===== config.mk =====
export PLATFORM = sky130hd
export DESIGN_NAME = hazard_scoreboard
export DESIGN_NICKNAME = d
export VERILOG_FILES = /design/src/rtl/hazard_scoreboard.sv
export SDC_FILE = /design/constraint.sdc
export NUM_CORES = 1
export LEC_CHECK = 0
export BUFFER_PORTS_ARGS = -buffer_cell sky130_fd_sc_hd__buf_2
export CAP_MARGIN = 20
export CELL_PAD_IN_SITES_DETAIL_PLACEMENT = 0
export CELL_PAD_IN_SITES_GLOBAL_PLACEMENT = 1
export CORE_MARGIN = 3
export CORE_UTILIZATION = 44
export CTS_CLUSTER_DIAMETER = 200
export CTS_CLUSTER_SIZE = 20
export DETAILED_ROUTE_END_ITERATION = 6
export PLACE_DENSITY_LB_ADDON = 0.1
export SETUP_SLACK_MARGIN = 0.4
export SYNTH_ARGS = -nofsm -noshare
export SYNTH_HDL_FRONTEND = slang
export SYNTH_SLANG_ARGS = --single-unit

===== constraint.sdc =====
create_clock -name clk -period 7.6 [get_ports clk]
set_input_delay 1.9 -clock clk [delete_from_list [all_inputs] [get_ports clk]]
set_output_delay 1.9 -clock clk [all_outputs]
set_load 0.05 [all_outputs]

===== src/rtl/hazard_scoreboard.sv =====
// Hazard scoreboard for a 5-stage MIPS pipeline. It decodes the ID instruction
// and tracks in-flight producers per stage. From these it derives stall and the ID/EX forwarding selects.
module hazard_scoreboard #(
  parameter int unsigned  NSTAGE     = 3,
  parameter int unsigned  CAL_STAGE  = 2,
  parameter int unsigned  LOAD_STAGE = 3,
  parameter int unsigned  JAL_STAGE  = 1,
  parameter bit           FWD_EN     = 1'b1,
  localparam int unsigned SW         = $clog2(NSTAGE + 1)
) (
  input  logic          clk,
  input  logic          reset,
  input  logic [31:0]   id_instr,
  input  logic          id_valid,
  input  logic          flush,
  output logic          stall,
  output logic [SW-1:0] id_rs_src,
  output logic [SW-1:0] id_rt_src,
  output logic [SW-1:0] ex_rs_src,
  output logic [SW-1:0] ex_rt_src
);
  typedef enum logic [1:0] {P_NONE, P_CAL, P_LOAD, P_JAL} prod_e;

  logic [5:0]    opcode, funct;
  logic [4:0]    rs, rt, rd, dest;
  logic          rs_used, rt_used;
  logic [1:0]    rs_use, rt_use;
  prod_e         prod;
  logic [SW-1:0] rdy;
  logic          unused_shamt;

  logic [NSTAGE:1] valid_q, valid_d;
  logic [4:0]      dest_q [NSTAGE:1];
  logic [4:0]      dest_d [NSTAGE:1];
  logic [SW-1:0]   rdy_q  [NSTAGE:1];
  logic [SW-1:0]   rdy_d  [NSTAGE:1];
  logic [4:0]      e1_rs_q, e1_rs_d, e1_rt_q, e1_rt_d;
  logic            e1_rs_used_q, e1_rs_used_d, e1_rt_used_q, e1_rt_used_d;

  assign opcode       = id_instr[31:26];
  assign rs           = id_instr[25:21];
  assign rt           = id_instr[20:16];
  assign rd           = id_instr[15:11];
  assign funct        = id_instr[5:0];
  assign unused_shamt = ^id_instr[10:6];

  always_comb begin
    rs_used = 1'b0;
    rt_used = 1'b0;
    rs_use  = 2'd0;
    rt_use  = 2'd0;
    dest    = 5'd0;
    prod    = P_NONE;
    unique case (opcode)
      6'h00: begin
        unique case (funct)
          6'h21, 6'h23, 6'h2a, 6'h26: begin
            rs_used = 1'b1; rs_use = 2'd1;
            rt_used = 1'b1; rt_use = 2'd1;
            dest = rd; prod = P_CAL;
          end
          6'h00: begin
            rt_used = 1'b1; rt_use = 2'd1;
            dest = rd; prod = P_CAL;
          end
          6'h08: rs_used = 1'b1;
          default: ;
        endcase
      end
      6'h08, 6'h09, 6'h0c, 6'h0d: begin
        rs_used = 1'b1; rs_use = 2'd1;
        dest = rt; prod = P_CAL;
      end
      6'h0f: begin
        dest = rt; prod = P_CAL;
      end
      6'h23: begin
        rs_used = 1'b1; rs_use = 2'd1;
        dest = rt; prod = P_LOAD;
      end
      6'h2b: begin
        rs_used = 1'b1; rs_use = 2'd1;
        rt_used = 1'b1; rt_use = 2'd2;
      end
      6'h04: begin
        rs_used = 1'b1;
        rt_used = 1'b1;
      end
      6'h03: begin
        dest = 5'd31; prod = P_JAL;
      end
      default: ;
    endcase
    if (!FWD_EN) begin
      rs_use = 2'd0;
      rt_use = 2'd0;
    end
  end

  always_comb begin
    rdy = '0;
    unique case (prod)
      P_CAL:   rdy = SW'(CAL_STAGE);
      P_LOAD:  rdy = SW'(LOAD_STAGE);
      P_JAL:   rdy = SW'(JAL_STAGE);
      default: rdy = '0;
    endcase
    if (!FWD_EN) rdy = SW'(NSTAGE);
  end

  // First match scanning upward gives the youngest producer of each register.
  always_comb begin
    stall     = 1'b0;
    id_rs_src = '0;
    id_rt_src = '0;
    ex_rs_src = '0;
    ex_rt_src = '0;
    for (int unsigned k = 1; k <= NSTAGE; k++) begin
      if (valid_q[k] && rs != 5'd0 && dest_q[k] == rs) begin
        if (rs_used && (k + 32'(rs_use)) < 32'(rdy_q[k])) stall = 1'b1;
        if (id_rs_src == '0) id_rs_src = SW'(k);
      end
      if (valid_q[k] && rt != 5'd0 && dest_q[k] == rt) begin
        if (rt_used && (k + 32'(rt_use)) < 32'(rdy_q[k])) stall = 1'b1;
        if (id_rt_src == '0) id_rt_src = SW'(k);
      end
    end
    for (int unsigned k = 2; k <= NSTAGE; k++) begin
      if (valid_q[k] && e1_rs_q != 5'd0 && dest_q[k] == e1_rs_q && ex_rs_src == '0)
        ex_rs_src = SW'(k);
      if (valid_q[k] && e1_rt_q != 5'd0 && dest_q[k] == e1_rt_q && ex_rt_src == '0)
        ex_rt_src = SW'(k);
    end
    stall = stall & id_valid;
    if (!FWD_EN || !rs_used) id_rs_src = '0;
    if (!FWD_EN || !rt_used) id_rt_src = '0;
    if (!FWD_EN || !valid_q[1] || !e1_rs_used_q) ex_rs_src = '0;
    if (!FWD_EN || !valid_q[1] || !e1_rt_used_q) ex_rt_src = '0;
  end

  always_comb begin
    valid_d[1]   = id_valid & ~stall & ~flush;
    dest_d[1]    = dest;
    rdy_d[1]     = rdy;
    e1_rs_d      = rs;
    e1_rt_d      = rt;
    e1_rs_used_d = rs_used;
    e1_rt_used_d = rt_used;
    for (int unsigned k = 2; k <= NSTAGE; k++) begin
      valid_d[k] = valid_q[k-1];
      dest_d[k]  = dest_q[k-1];
      rdy_d[k]   = rdy_q[k-1];
    end
  end

  always_ff @(posedge clk) begin
    if (reset) begin
      valid_q      <= '0;
      e1_rs_q      <= '0;
      e1_rt_q      <= '0;
      e1_rs_used_q <= 1'b0;
      e1_rt_used_q <= 1'b0;
      for (int unsigned k = 1; k <= NSTAGE; k++) begin
        dest_q[k] <= '0;
        rdy_q[k]  <= '0;
      end
    end else begin
      valid_q      <= valid_d;
      dest_q       <= dest_d;
      rdy_q        <= rdy_d;
      e1_rs_q      <= e1_rs_d;
      e1_rt_q      <= e1_rt_d;
      e1_rs_used_q <= e1_rs_used_d;
      e1_rt_used_q <= e1_rt_used_d;
    end
  end
endmodule


# --- Word level (Yosys, flattened, before mapping) ---
# Cells that the tools add are included.
word_totals:
  regBits: 36
  input_bits: 36
  out_inout_bits: 9
  word_cells: 150
op_classes:
  n_addsub: 6
  n_lt_le_gt_ge: 6
  n_eq_ne: 27
  mux: 42
  bitwise: 5
  reduce_logical: 53
op_table:
  columns: ["operator", "count"]
  rows:
  - ["== test 5 bit", 10]
  - ["== test 6 x 4 -> 1 bit (second input constant)", 6]
  - ["== test 6 bit (second input constant)", 6]
  - ["2-to-1 mux 2 bit", 16]
  - ["logical AND 1 bit", 28]
  - ["nonzero test 5 bit", 4]
  - ["< comparator 3 x 2 -> 1 bit", 6]
  - ["2-to-1 mux 1 bit", 18]
  - ["one-hot mux 5 bit (3 select lines)", 1]
  - ["OR reduction 5 bit", 3]
  - ["adder 2 x 2 -> 3 bit (first input constant)", 4]
  - ["logical NOT 2 bit", 6]
  - ["logical NOT 6 bit", 2]
  - ["OR reduction 6 bit", 2]
  - ["one-hot mux 2 bit (4 select lines)", 1]
  - ["OR reduction 7 bit", 1]
  - ["adder 1 x 2 -> 3 bit (first input constant)", 2]
  - ["== test 6 x 2 -> 1 bit (second input constant)", 1]
  - ["== test 6 x 3 -> 1 bit (second input constant)", 1]
  - ["one-hot mux 1 bit (2 select lines)", 3]
  - ["one-hot mux 2 bit (3 select lines)", 1]
  - ["2-to-1 mux 5 bit", 1]
  - ["== test 2 bit (second input constant)", 2]
  - ["one-hot mux 2 bit (2 select lines)", 1]
  - ["other kinds (7)", 13]

# --- Logic depth before layout (Yosys ltp) ---
logic_depth:
  word_depth: 23
  ltp_mapped: 13

# --- Worst setup path after synthesis ---
# Ideal clock, no wire load.
synth_timing:
  path_kind: "input to output"
  start: "input id_instr[28]"
  end: "output stall"
  arrival_time_ns: 4.608
  slack_ns: 1.092
  stages: 13
  n_path_buf: 1
  cell_sequence: "buf_2 nor4_4 nand2_2 a211oi_4 inv_1 ha_1 inv_1 ha_1 nand2b_1 a2111oi_0 a32oi_1 o211ai_2 and2_1"
synth_between:
  elab_chain_len: 19
  elab_cells_between_ends: 46
synth_rtl:
  columns: ["item", "line", "source"]
  rows:
  - ["from (decl)", "13", "input logic [31:0] id_instr,"]
  - ["== test 6 bit / == test 6 x 4 -> 1 bit (equally long branches)", "54", "unique case (opcode)"]
  - ["OR reduction 6 bit (no line)", null, null]
  - ["one-hot mux 1 bit (2 select lines)", "54", null]
  - ["adder 1 x 2 -> 3 bit", "120", "if (rs_used && (k + 32'(rs_use)) < 32'(rdy_q[k])) stall = 1'b1;"]
  - ["< comparator 3 x 2 -> 1 bit", "120", null]
  - ["logical AND 1 bit", "120", null]
  - ["2-to-1 mux 1 bit", "120", null]
  - ["2-to-1 mux 1 bit", "119", "if (valid_q[k] && rs != 5'd0 && dest_q[k] == rs) begin"]
  - ["[3 not listed]", null, null]
  - ["2-to-1 mux 1 bit", "119", null]
  - ["2-to-1 mux 1 bit", "124", "if (rt_used && (k + 32'(rt_use)) < 32'(rdy_q[k])) stall = 1'b1;"]
  - ["2-to-1 mux 1 bit", "123", "if (valid_q[k] && rt != 5'd0 && dest_q[k] == rt) begin"]
  - ["2-to-1 mux 1 bit", "120", null]
  - ["2-to-1 mux 1 bit", "119", null]
  - ["2-to-1 mux 1 bit", "124", null]
  - ["2-to-1 mux 1 bit (*)", "123", null]
  - ["AND 1 bit (*)", "134", "stall = stall & id_valid;"]
  - ["to (decl)", "16", "output logic stall,"]
# Mark *: on every way between the ends. The rest lies on a longest branch, timed or not.

# --- Worst setup path after layout ---
# Same ends and word-level chain as after synthesis.

==> results_dict.tcl <==
set metrics [dict create \
    final.min_clock_period_ps 6690 \
    timing.final.hold_violations 0 \
    finalCritPeriodShare_pct 88.1 \
    hold_path_class "flop to flop" \
    io-pin-count 45 \
    grt_max_degree 32 \
    endpoint_kind "primary output" \
    slew_headroom_pct 59.7 \
    initial_utilization_pct 47.2 \
    async_reset_ff_share_pct 0 \
    synth_warnings 0 \
    fmax_ghz 0.149 \
    dpl_cell_area_mm2 0.00250 \
    clock_sinks 36 \
    setup_violations 0 \
    wl_per_cell_um 14.9 \
    synth_area_mm2 0.00230 \
    worst_clock_skew_ps 5.54 \
    cts_resized 0 \
    fin_util_pct 53.3 \
    irDropWorstVdd_v 0.0000979 \
    nNetsFinal 337 \
    crit_arrival_ps 4790 \
    crit_fanout 9 \
    leakagePower_uw 0.000955 \
    coreArea_mm2 0.00488 \
    ys.flop_type "dfxtp_1" \
    critPathRequiredTime_ps 5700 \
    antennaDiodeCount 0 \
    io_buffers 39 \
    outcome "finished, final reports clean" \
    finalSetupTns_ps 0 \
    viasPerCell 5.27 \
    slew_violations 0 \
    hold_buffers 0 \
    powerDensity_mw_per_mm2 148 \
    finalNonFillerCells 364 \
    area_growth_syn_to_layout_pct 13.0 \
    ys_seq_area_share_pct 31.3 \
    rows 25 \
    drive_gt1_share_pct 20.5 \
    die_x_um 78.4 \
    synth_fp_nets 309 \
    synth.distinct_cells 48 \
    wl_mm 5.44 \
    clkTransAtPathRegs_ps 70 \
    grt_usage_pct 18.9 \
    rsz0062_at_grt "no" \
    drt-initial-drc-count 74 \
    final_area_mm2 0.00260 \
    root_buffer "clkbuf_8" \
    hpwlAfterDp_mm 4.26 \
    die_h_um 78.4 \
    drc_errors 0 \
    die-area_mm2 0.00614 \
    ctsHtreeMaxLevel 2 \
    clockBufferDepth 2 \
    synth_edf_count 0 \
    syn_area_per_cell_um2 8.59 \
    vias 1917 \
    critPathKind "input pin to primary output" \
    syn_inst 268 \
    fill_cells 501 \
    grt-ovfl-total 0 \
    max-cap-violations 0 \
    insertion_delay_ps 280 \
    synth-seq-cells 36 \
    antenna_found_initial 0 \
    placed_cells 355 \
    drt.antenna.violating_nets 0 \
    cts_tree "built" \
    numCtsBuffers 5 \
    post_cts_buffers 0 \
    grt_pass1_wl_mm 9.00 \
    routabilityCongestion 0.802 \
    tightest_slew_ps 599 \
    cp-start-kind "input pin" \
    drt_pass1_iterations 4 \
    grt_pass1_vias 1799 \
]
cell usage in the layout (no fill, tap or decap), drive strengths merged, types with 4 or more instances in the layout:
cell,synthesis,layout
clkbuf,13,6
a22oi,5,5
nor4,11,11
xnor2,36,36
nand4,11,11
a21oi,13,13
xor2,15,15
ha,5,5
buf,6,40
nor3,6,6
nor2b,30,30
nor2,18,18
nand2,11,11
nand3,4,4
o211ai,6,6
or4,6,6
inv,9,9
dfxtp,36,36
report_power, final:
| part | internal [uW] | leakage [uW] | switching (uW) |
|---|---|---|---|
| combinational | 22.0 | 0.000611 | 28.3 |
| sequential | 193 | 0.000293 | 4.45 |
| clock | 72.2 | 0.0000510 | 64.7 |
| total | 287 | 0.000955 | 97.4 |
final cells by class:
class | instances | area, um^2 | share of cell area [%]
Inverter | 9 | 33.8 | 1.30
Clock buffer | 6 | 82.6 | 3.17
Multi-Input combinational cell | 204 | 1470 | 56.4
Timing Repair Buffer | 40 | 203 | 7.79
Tap cell | 67 | 83.8 | 3.22
Sequential cell | 36 | 721 | 27.7
Clock inverter | 2 | 10.0 | 0.385
flip-flops by register name, indices dropped and copies added (netlist names):
| name | count |
|---|---|
| dest_d | 10 |
| dest_q | 5 |
| e1_rs_q | 5 |
| e1_rs_used_q | 1 |
| e1_rt_q | 5 |
| e1_rt_used_q | 1 |
| rdy_d | 4 |
| rdy_q | 2 |
| valid_q | 3 |
Yosys cell counts, types with 2 or more instances:
library cell  count  share of area [%]
dfxtp_1          36                 31
xnor2_1          36                 14
nor2b_1          30                8.1
nor2_1           18                2.9
xor2_1           15                5.7
a21oi_1          13                2.8
clkbuf_1         13                2.1
nand4_1          11                3.0
nand2_1          10                1.6
inv_1             9                1.5
nor4_1            9                2.4
nor3_1            6                1.3
a22oi_1           5                1.6
ha_1              5                2.7
buf_2             4               0.87
nand3_1           4               0.87
or4_1             4                1.3
o211ai_1          3               0.98
o211ai_2          3                1.6
o21ai_0           3               0.65
nor3b_1           2               0.65
o21bai_1          2               0.65
or4_4             2               0.98
metal layers:
layer  vias to the layer above  GRT usage [%]  wire (um)
li1                        989              -          -
met1                       885           27.2       2770
met2                        38           28.4       2360
met3                         5           3.90        246
met4                         0           5.77         53
met5                         -              0          0
per-stage QoR:
step,total power (uW),setup WS (ps),hold WS [ps]
after floorplan,234,1090,448
after global placement,251,776,467
after detailed placement,252,767,474
after CTS,390,746,486
after global routing,407,620,510
final,384,907,484
worst paths after layout:
kind / startpoint / end / slack [ps] / cells past startpoint
setup / recovery: id_instr[28] / stall / 910 / 14
hold / removal: rdy_d[5]$_SDFF_PP0_ / rdy_q[5]$_SDFF_PP0_ / 480 / 1
setup reg to reg: dest_q[11]$_SDFF_PP0_ / valid_q[1]$_SDFF_PP0_ / 5770 / 6
hold reg to reg: rdy_d[5]$_SDFF_PP0_ / rdy_q[5]$_SDFF_PP0_ / 480 / 1
kinds of logic after synthesis:
family                     synth area share [%]
AOI/OAI and AO/OA                          12.7
xor gates and xnor gates                   19.4
adders and majority gates                  2.72
buffers and inverters                      4.94
DFF                                        31.3
and+or+nand+nor                            29.0
worst max-delay path, cell delays in order:
cell,delay [ps]
buf_2,160
nor4_4,420
nand2_2,180
a211oi_4,260
inv_1,80
ha_1,270
inv_1,40
ha_1,160
nand2b_1,130
a2111oi_0,450
a32oi_1,130
o211ai_2,220
and2_1,140
buf_2,250
No activity file was read; power rests on OpenSTA's default activity.
